## config.mk

```make
export PLATFORM = sky130hd
export DESIGN_NAME = majority_bit_sampler
export DESIGN_NICKNAME = d
export VERILOG_FILES = /design/src/rtl/majority_bit_sampler.sv
export SDC_FILE = /design/constraint.sdc
export NUM_CORES = 1
export LEC_CHECK = 0
export BUFFER_PORTS_ARGS = -buffer_cell sky130_fd_sc_hd__buf_2
export CORE_ASPECT_RATIO = 0.9
export CORE_MARGIN = 4
export CORE_UTILIZATION = 50
export CTS_CLUSTER_DIAMETER = 150
export DETAILED_ROUTE_END_ITERATION = 10
export PLACE_DENSITY = 0.75
export REMOVE_ABC_BUFFERS = 1
export SLEW_MARGIN = 10
export SYNTH_ARGS = -nofsm -noshare
export SYNTH_HDL_FRONTEND = slang
export SYNTH_SLANG_ARGS = --single-unit
```

## constraint.sdc

```tcl
create_clock -name CLK -period 3.7 [get_ports CLK]
set_input_delay 0.37 -clock CLK [delete_from_list [all_inputs] [get_ports CLK]]
set_output_delay 0.37 -clock CLK [all_outputs]
set_load 0.02 [all_outputs]
```

## src/rtl/majority_bit_sampler.sv

```systemverilog
// majority_bit_sampler: UART RX mid-bit majority vote over an odd oversample window with noise flag
module majority_bit_sampler #(
  parameter int PRESCALE_WIDTH = 6,
  parameter int MAX_VOTES = 7,
  parameter int SYNC_STAGES = 2,
  localparam int VOTE_W = (MAX_VOTES > 2) ? $clog2(MAX_VOTES / 2 + 1) : 1
) (
  input  logic                      CLK,
  input  logic                      RST,
  input  logic                      RX_IN,
  input  logic                      samp_en,
  input  logic [PRESCALE_WIDTH-1:0] edge_cnt,
  input  logic [PRESCALE_WIDTH-1:0] Prescale,
  input  logic [VOTE_W-1:0]         vote_half,
  output logic                      sampled_bit,
  output logic                      bit_valid,
  output logic                      noise_flag
);
  localparam int W = PRESCALE_WIDTH;
  localparam int ACC_W = $clog2(MAX_VOTES + 1);
  localparam int HMAX = (MAX_VOTES - 1) / 2;
  logic rx_s;
  generate
    if (SYNC_STAGES == 0) begin : g_direct
      assign rx_s = RX_IN;
    end else begin : g_sync
      logic [SYNC_STAGES-1:0] sync;
      always_ff @(posedge CLK or posedge RST)
        if (RST) sync <= '1;
        else begin
          sync[0] <= RX_IN;
          for (int i = 1; i < SYNC_STAGES; i++) sync[i] <= sync[i-1];
        end
      assign rx_s = sync[SYNC_STAGES-1];
    end
  endgenerate
  logic [W-1:0] center, h_cap, vh, h_lim, h_eff, lo, hi;
  logic [ACC_W-1:0] ones, seen, need;
  logic [ACC_W:0] tot, n_eff, h_ext;
  logic in_win, last, clr;
  always_comb begin
    center = Prescale >> 1;
    h_cap = (center == '0) ? '0 : center - W'(1);
    vh = W'(vote_half);
    h_lim = (vh > W'(HMAX)) ? W'(HMAX) : vh;
    h_eff = (h_lim > h_cap) ? h_cap : h_lim;
    lo = center - h_eff;
    hi = center + h_eff;
    in_win = (edge_cnt >= lo) && (edge_cnt <= hi);
    last = samp_en && (edge_cnt == hi);
    clr = !samp_en || (edge_cnt == '0);
    need = ACC_W'({h_eff, 1'b0});
    tot = {1'b0, ones} + (ACC_W + 1)'(rx_s);
    n_eff = (ACC_W + 1)'({h_eff, 1'b1});
    h_ext = (ACC_W + 1)'(h_eff);
  end
  // seen saturates so a stalled edge_cnt can never wrap it into a false "complete"
  always_ff @(posedge CLK or posedge RST)
    if (RST) begin
      ones <= '0;
      seen <= '0;
      sampled_bit <= 1'b1;
      bit_valid <= 1'b0;
      noise_flag <= 1'b0;
    end else begin
      bit_valid <= 1'b0;
      if (last) begin
        if (seen == need) begin
          bit_valid <= 1'b1;
          sampled_bit <= tot > h_ext;
          noise_flag <= (tot != '0) && (tot != n_eff);
        end
        ones <= '0;
        seen <= '0;
      end else if (clr) begin
        ones <= '0;
        seen <= '0;
      end else if (in_win && seen != '1) begin
        ones <= ones + ACC_W'(rx_s);
        seen <= seen + ACC_W'(1);
      end
    end
endmodule

```

==> flow_metrics.py, run 1 <==
metrics = {
    "detailed_routing": {
        "routed_wl_mm": 4.38,
        "vias": 1456,
        "drtPass1Iterations": 4,
        "wl_per_cell_um": 16.1,
        "ant_nets": 0,
        "drtIter0Drc": 81,
        "via_per_inst": 5.33,
        "drc_errors": 0,
    },
    "global_routing": {
        "grt_pass1_vias": 1454,
        "grt_pass1_wl_mm": 6.55,
        "antenna_found_initial": 0,
        "grtUsageTotal_pct": 21.6,
        "grt_max_degree": 13,
        "grt.overflow.total": 0,
    },
    "cts": {
        "cts-htree-levels": 1,
        "cts_tree": "yes",
        "insertion_delay_ns": 0.28,
        "numCtsBuffers": 3,
        "clock_path_buffers": 2,
        "hold_buffers": 0,
        "clkSinkCount": 11,
        "clkTransAtPathRegs_ns": 0.07,
        "root_buffer": "clkbuf_4",
    },
    "run": {
        "max-cap-violations": 0,
    },
    "power": {
        "ir_worst_vdd_v": 0.000314,
        "combPwrFrac_pct": 60.5,
        "power_frac_clock_pct": 15.2,
        "leakage_nw": 1.14,
        "sequentialPowerShare_pct": 24.3,
        "swShare_pct": 39.4,
        "internal_power_w": 0.000345,
        "p_per_area_nw_per_um2": 252,
        "p_sw_w": 0.000224,
    },
    "timing": {
        "skew_ns": 0.00277,
        "tns_ns": -4.56,
        "relSlewSlack_pct": 59.3,
        "finalHoldViolations": 0,
        "finalCritPeriodShare_pct": 117,
        "tightest_slew_ns": 0.606,
        "min_period_ns": 4.33,
        "layout_setup_ws_ns": -0.628,
        "rsz0062_at_grt": "true",
        "slew_viol_final": 0,
        "fmax_mhz": 231,
        "fin_hold_ws_ns": 0.0598,
        "setup-violations-final": 9,
    },
    "die": {
        "dieArea_um2": 3970,
        "start_util_pct": 53.7,
        "die_x_um": 66.0,
        "io-pin-count": 21,
        "rows": 18,
        "die_h_um": 60.2,
        "core_um2": 2820,
    },
    "setup_path": {
        "path_cells": "buf_8 -> inv_4 -> ha_4 -> nand2b_4 -> nor3_4 -> nor2_2 -> inv_2 -> ha_4 -> a221oi_4 -> o211ai_4 -> mux2i_2 -> inv_2 -> ha_4 -> inv_2 -> fa_2 -> o21bai_1 -> a21oi_1 -> xnor2_1 -> ha_1 -> and4_1 -> nand3_2 -> or3b_4 -> nor3_4 -> mux2_4",
        "start_kind": "input port",
        "critPathMaxFanout": 3,
        "path_buf_inv": 5,
        "worstPathArrival_ns": 4.54,
        "crit_path_end_kind": "flip-flop",
        "slowest_stage": "or3b_4",
        "cp.required_ns": 3.92,
        "cp_top_family": "simple AND/OR/NAND/NOR gates",
        "path_class": "in2reg",
        "crit_path_max_incr_delay_ns": 0.44,
    },
    "outcome": {
        "violations": "negative setup slack",
        "status": "finished with violations",
    },
    "placed_design": {
        "io_buffer_count": 19,
        "place_hpwl_mm": 2.78,
        "place_area_um2": 1900,
        "dp_slack_ns": -1.27,
        "place_congestion": 0.876,
    },
    "finish": {
        "fin_area_um2": 2260,
        "nFillCells": 159,
        "final_nets": 288,
        "diodes": 0,
        "final_util_pct": 80.1,
        "syn_to_final_growth_pct": 49.1,
        "drive_gt1_share_pct": 45.9,
    },
    "synth": {
        "ys_ff_latch": 11,
        "synth-main-ff-cell": "dfrtp_1",
        "netlist_instances": 161,
        "synth_cell_type_count": 42,
        "ys_seq_area_share_pct": 18.4,
        "synth_edf_count": 0,
        "async_reset_ff_share_pct": 100,
        "yosys_warnings": 0,
        "syn_avg_cell_area_um2": 9.40,
        "synth.cell_area_um2": 1510,
    },
    "hold_path": {
        "hold_path.class": "in2async",
    },
}
## layer usage
layer  GRT usage (%)  part of all wire, %  routed length [um]  vias to the layer above
met5               0                    0                   0                        -
met4            5.80                 0.91                  40                        0
li1                -                    -                   -                      706
met2            37.7                   51                2260                       33
met3            5.83                  3.4                 149                        4
met1            26.2                   44                1940                      713
## power groups by stage
stage / Sequential (W) / Combinational (W) / Clock (W)
5_1_grt: 0.000139 / 0.000376 / 0.0000943
6_report: 0.000138 / 0.000344 / 0.0000864
3_3_place_gp: 0.000139 / 0.000249 / 0
4_1_cts: 0.000138 / 0.000295 / 0.0000850
2_1_floorplan: 0.000141 / 0.000164 / 0
3_5_place_dp: 0.000140 / 0.000262 / 0
## Yosys cell counts, types with 2 or more instances
| cell type | n | share of area (%) |
|---|---|---|
| nor2b_1 | 5 | 2.1 |
| xor2_1 | 4 | 2.3 |
| conb_1 | 2 | 0.50 |
| inv_1 | 14 | 3.5 |
| mux2i_1 | 8 | 5.3 |
| ha_1 | 34 | 28 |
| clkbuf_1 | 2 | 0.50 |
| a21o_1 | 3 | 1.5 |
| xnor2_1 | 6 | 3.5 |
| nand3_1 | 2 | 0.66 |
| nand2b_1 | 5 | 2.1 |
| fa_1 | 2 | 2.6 |
| dfstp_2 | 3 | 5.2 |
| nor2_1 | 6 | 1.5 |
| o21bai_1 | 3 | 1.5 |
| a21oi_1 | 11 | 3.6 |
| dfrtp_1 | 8 | 13 |
| o21ai_0 | 5 | 1.7 |
| o31ai_1 | 2 | 0.99 |
| nand2_1 | 14 | 3.5 |
## layout make-up
type | instances | area, um2 | area share, %
Timing Repair Buffer | 63 | 457 | 20.2
Sequential cell | 11 | 279 | 12.4
Tap cell | 40 | 50.0 | 2.22
Multi-Input combinational cell | 141 | 1390 | 61.5
Clock buffer | 4 | 26.3 | 1.16
Inverter | 14 | 57.6 | 2.55
## worst paths after layout
path / startpoint / end / slack [ns] / depth (start not counted)
worst min-delay path: RST / noise_flag$_DFFE_PP0P_ / 0.06 / 2
worst min register to register: g_sync.sync[0]$_DFF_PP1_ / g_sync.sync[1]$_DFF_PP1_ / 0.36 / 0
worst max-delay path: Prescale[1] / sampled_bit$_DFFE_PP1P_ / -0.63 / 24
min in group CLK: RX_IN / g_sync.sync[0]$_DFF_PP1_ / 0.19 / 1
max in group asynchronous: RST / g_sync.sync[0]$_DFF_PP1_ / 3.32 / 2
worst max register to register: g_sync.sync[1]$_DFF_PP1_ / sampled_bit$_DFFE_PP1P_ / 1.46 / 9
## cell families after synthesis
| logic type | after synthesis | synth area share, % |
|---|---|---|
| DFF | 11 | 18.4 |
| xor gates and xnor gates | 11 | 6.87 |
| other | 2 | 0.496 |
| buffers and inverters | 16 | 3.97 |
| adders and majority gates | 36 | 30.8 |
| and+or+nand+nor | 45 | 17.2 |
| muxes | 10 | 7.53 |
| AOI/OAI and AO/OA | 30 | 14.7 |
## sequential cells by signal, summed over array words and instances (netlist names)
name and flops:
bit_valid 1, g_sync.sync 2, noise_flag 1, ones 3
sampled_bit 1, seen 3
## timing repair
| item | in CTS | in global routing |
|---|---|---|
| pin swaps | 16 | 21 |
| resized for setup | 29 | 23 |
| setup buffers | 6 | 9 |
| setup endpoints to repair | 9 | 9 |
## through the flow
stage / total power (W) / cells
2_1_floorplan: 0.000305 / 166
3_3_place_gp: 0.000389 / 255
3_5_place_dp: 0.000402 / 255
4_1_cts: 0.000518 / 265
5_1_grt: 0.000609 / 273
6_report: 0.000568 / 273
## placed cells by master, fill, tap and decap left out, drive strengths merged, types with 2 or more instances in the layout
master  Yosys  layout
a21oi      11      11
nor2        6       6
clkbuf      2       4
nand3       2       2
mux2i       9       9
dfrtp       8       8
o21ai       5       5
o31ai       2       2
ha         34      34
nand2b      6       6
dfstp       3       3
conb        2       9
inv        14      14
xor2        4       4
o21bai      3       3
nor3        3       3
buf         0      63
nor2b       5       5
xnor2       7       7
nand2      14      14
fa          2       2
a21o        3       3
Note: power is estimated with default switching activity, not from simulation.
==> run 2, diff against run 1 <==
Settings changed: ABC_AREA from default to 1.
==> run 2 against run 1 <==
The run still ends with negative setup slack left; final cell count grew 18%; worst hold slack gained 0.016 ns; fmax grew 14%; utilization shrank 0.69 points; die area grew 2.1%; synthesized cell count grew 27%; highest routed layer unchanged.
==> flow_metrics.py, run 2 <==
metrics = {
    "finish": {
        "final_nets": 336,
        "stdcell_count": 321,
        "syn_to_final_growth_pct": 46.7,
        "fin_area_um2": 2270,
        "diodes": 0,
        "final_cell_mix": "buf_4, inv_1, ha_1",
        "drive_gt1_share_pct": 40.2,
        "reg.largest.list": "ones: 3 flops, seen: 3 flops, g_sync.sync: 2 flops",
        "layout_commonest_cell": "buf_4",
    },
    "timing": {
        "fin_hold_ws_ns": 0.0754,
        "rsz0062_at_grt": "true",
        "finalCritPeriodShare_pct": 102,
        "slew_viol_final": 0,
        "layout_setup_ws_ns": -0.0840,
        "skew_ns": 0.00623,
        "fmax_mhz": 264,
        "min_period_ns": 3.78,
        "setup-violations-final": 7,
        "finalHoldViolations": 0,
    },
    "synth": {
        "synth_top_cells_by_area": "ha_1, dfrtp_1, inv_1",
        "ys_ff_latch": 11,
        "synthTopCellsByCount": "ha_1, inv_1, nand2_1, nand3_1, a21oi_1",
        "synth-main-ff-cell": "dfrtp_1",
        "yosysTopAreaCellShare_pct": 27.5,
        "yosys_warnings": 0,
        "synth_edf_count": 0,
        "synth.cell_area_um2": 1550,
        "async_reset_ff_share_pct": 100,
        "ys_seq_area_share_pct": 18.0,
        "netlist_instances": 204,
        "syn_avg_cell_area_um2": 7.59,
        "synth_cell_type_count": 30,
        "synth.largest_area_cell": "ha_1",
    },
    "cts": {
        "numCtsBuffers": 3,
        "clock_path_buffers": 2,
        "cts_tree": "yes",
        "hold_buffers": 0,
        "insertion_delay_ns": 0.27,
        "root_buffer": "clkbuf_4",
        "clkTransAtPathRegs_ns": 0.08,
        "cts-htree-levels": 1,
        "clkSinkCount": 11,
    },
    "setup_path": {
        "cp.required_ns": 3.85,
        "path_class": "in2reg",
        "crit_top_cell": "nand2_2",
        "worstPathArrival_ns": 3.93,
        "crit_path_end_kind": "flip-flop",
        "slowest_stage": "ha_1",
        "critPathMaxFanout": 6,
        "start_kind": "input port",
        "crit_path_max_incr_delay_ns": 0.30,
    },
    "die": {
        "io-pin-count": 21,
        "rows": 18,
        "core_um2": 2860,
        "start_util_pct": 54.2,
        "die_x_um": 66.7,
        "dieArea_um2": 4050,
        "die_h_um": 60.8,
    },
    "global_routing": {
        "grt_pass1_vias": 1567,
        "grtUsageTotal_pct": 21.6,
        "grt_max_degree": 12,
        "grt_pass1_wl_mm": 6.69,
        "antenna_found_initial": 0,
        "grt.overflow.total": 0,
    },
    "detailed_routing": {
        "routed_wl_mm": 4.23,
        "vias": 1623,
        "drc_errors": 0,
        "drtPass1Iterations": 4,
        "ant_nets": 0,
        "wl_per_cell_um": 13.2,
        "via_per_inst": 5.06,
        "drtIter0Drc": 72,
    },
    "hold_path": {
        "hold_path.class": "in2async",
    },
    "placed_design": {
        "place_hpwl_mm": 2.76,
        "place_congestion": 0.783,
        "placed_cells": 292,
        "place_area_um2": 1890,
        "io_buffer_count": 19,
    },
    "power": {
        "p_per_area_nw_per_um2": 233,
        "ir_worst_vdd_v": 0.000146,
        "leakage_nw": 1.21,
    },
    "run": {
        "max-cap-violations": 0,
    },
    "outcome": {
        "status": "finished with violations",
        "violations": "negative setup slack",
    },
}
-- run 2: cell types whose count changed after synthesis, sizes merged, moves of 4 or more --
cell	before	now
nand3	2	20
xnor2	7	3
inv	14	35
mux2i	9	0
nand2b	6	1
o21ai	5	10
nand2	14	40
nor2b	5	0
nor2	6	14
-- run 2: logic make-up (layout without fill, tap and decap cells) --
group,Yosys count,after routing,synth area share [%]
and+or+nand+nor,81,81,27.4
adders and majority gates,36,36,30.0
buffers and inverters,36,106,8.72
other,2,9,0.485
xor gates and xnor gates,7,7,3.96
AOI/OAI and AO/OA,31,31,11.4
DFF,11,11,18.0
-- run 2: path summary, 6_finish.rpt --
path | startpoint | end | slack, ns | cells past startpoint
max reg2reg | ones[0]$_DFFE_PP0P_ | sampled_bit$_DFFE_PP1P_ | 1.56 | 11
max | Prescale[2] | ones[1]$_DFFE_PP0P_ | -0.08 | 29
min | RST | ones[2]$_DFFE_PP0P_ | 0.08 | 2
min reg2reg | g_sync.sync[0]$_DFF_PP1_ | g_sync.sync[1]$_DFF_PP1_ | 0.36 | 0
min in group CLK | RX_IN | g_sync.sync[0]$_DFF_PP1_ | 0.20 | 1
max in group asynchronous | RST | g_sync.sync[0]$_DFF_PP1_ | 3.29 | 2
-- run 2: cell type report --
type,count,area [um2]
tap,40,50.0
multi-input combinational,164,1290
inverter,35,144
sequential,11,279
fill,190,588
timing repair buffer,67,479
clock buffer,4,26.3
-- run 2: critical path, delay by kind of cell --
kind,cells,cell delay [ns]
and+or+nand+nor,15,1.64
AOI/OAI and AO/OA,6,0.72
buffers and inverters,4,0.25
adders and majority gates,4,0.91
-- run 2: what timing repair did --
action | in CTS | in global routing
endpoints found under the setup margin | 9 | 9
buffers inserted | 23 | 5
pin swaps | 9 | 21
endpoints found under the hold margin | 0 | 0
resized for setup | 17 | 29
-- run 2: metrics by stage --
| stage | total power [W] | setup TNS [ns] | setup WS (ns) | util, % |
|---|---|---|---|---|
| after global placement | 0.000382 | -2.82 | -0.330 | 66.1 |
| after detailed placement | 0.000394 | -3.76 | -0.438 | 66.1 |
| after global routing | 0.000577 | -1.72 | -0.255 | 79.4 |
| after CTS | 0.000494 | 0 | 0.0132 | 74.8 |
| after floorplan | 0.000309 | -0.899 | -0.138 | - |
| final | 0.000529 | -0.452 | -0.0840 | 79.4 |
-- run 2: layer usage --
layer,share of wire (%),up-vias,GRT usage [%]
li1,-,820,-
met1,43,734,27.0
met2,49,55,37.3
met3,5.2,14,3.52
met4,3.0,0,8.70
met5,0,-,0
-- run 2: where the power goes --
| part | total, W | switching [W] | internal (W) |
|---|---|---|---|
| Combinational | 0.000307 | 0.000173 | 0.000134 |
| Clock | 0.0000846 | 0.0000429 | 0.0000418 |
| Sequential | 0.000138 | 0.00000645 | 0.000131 |
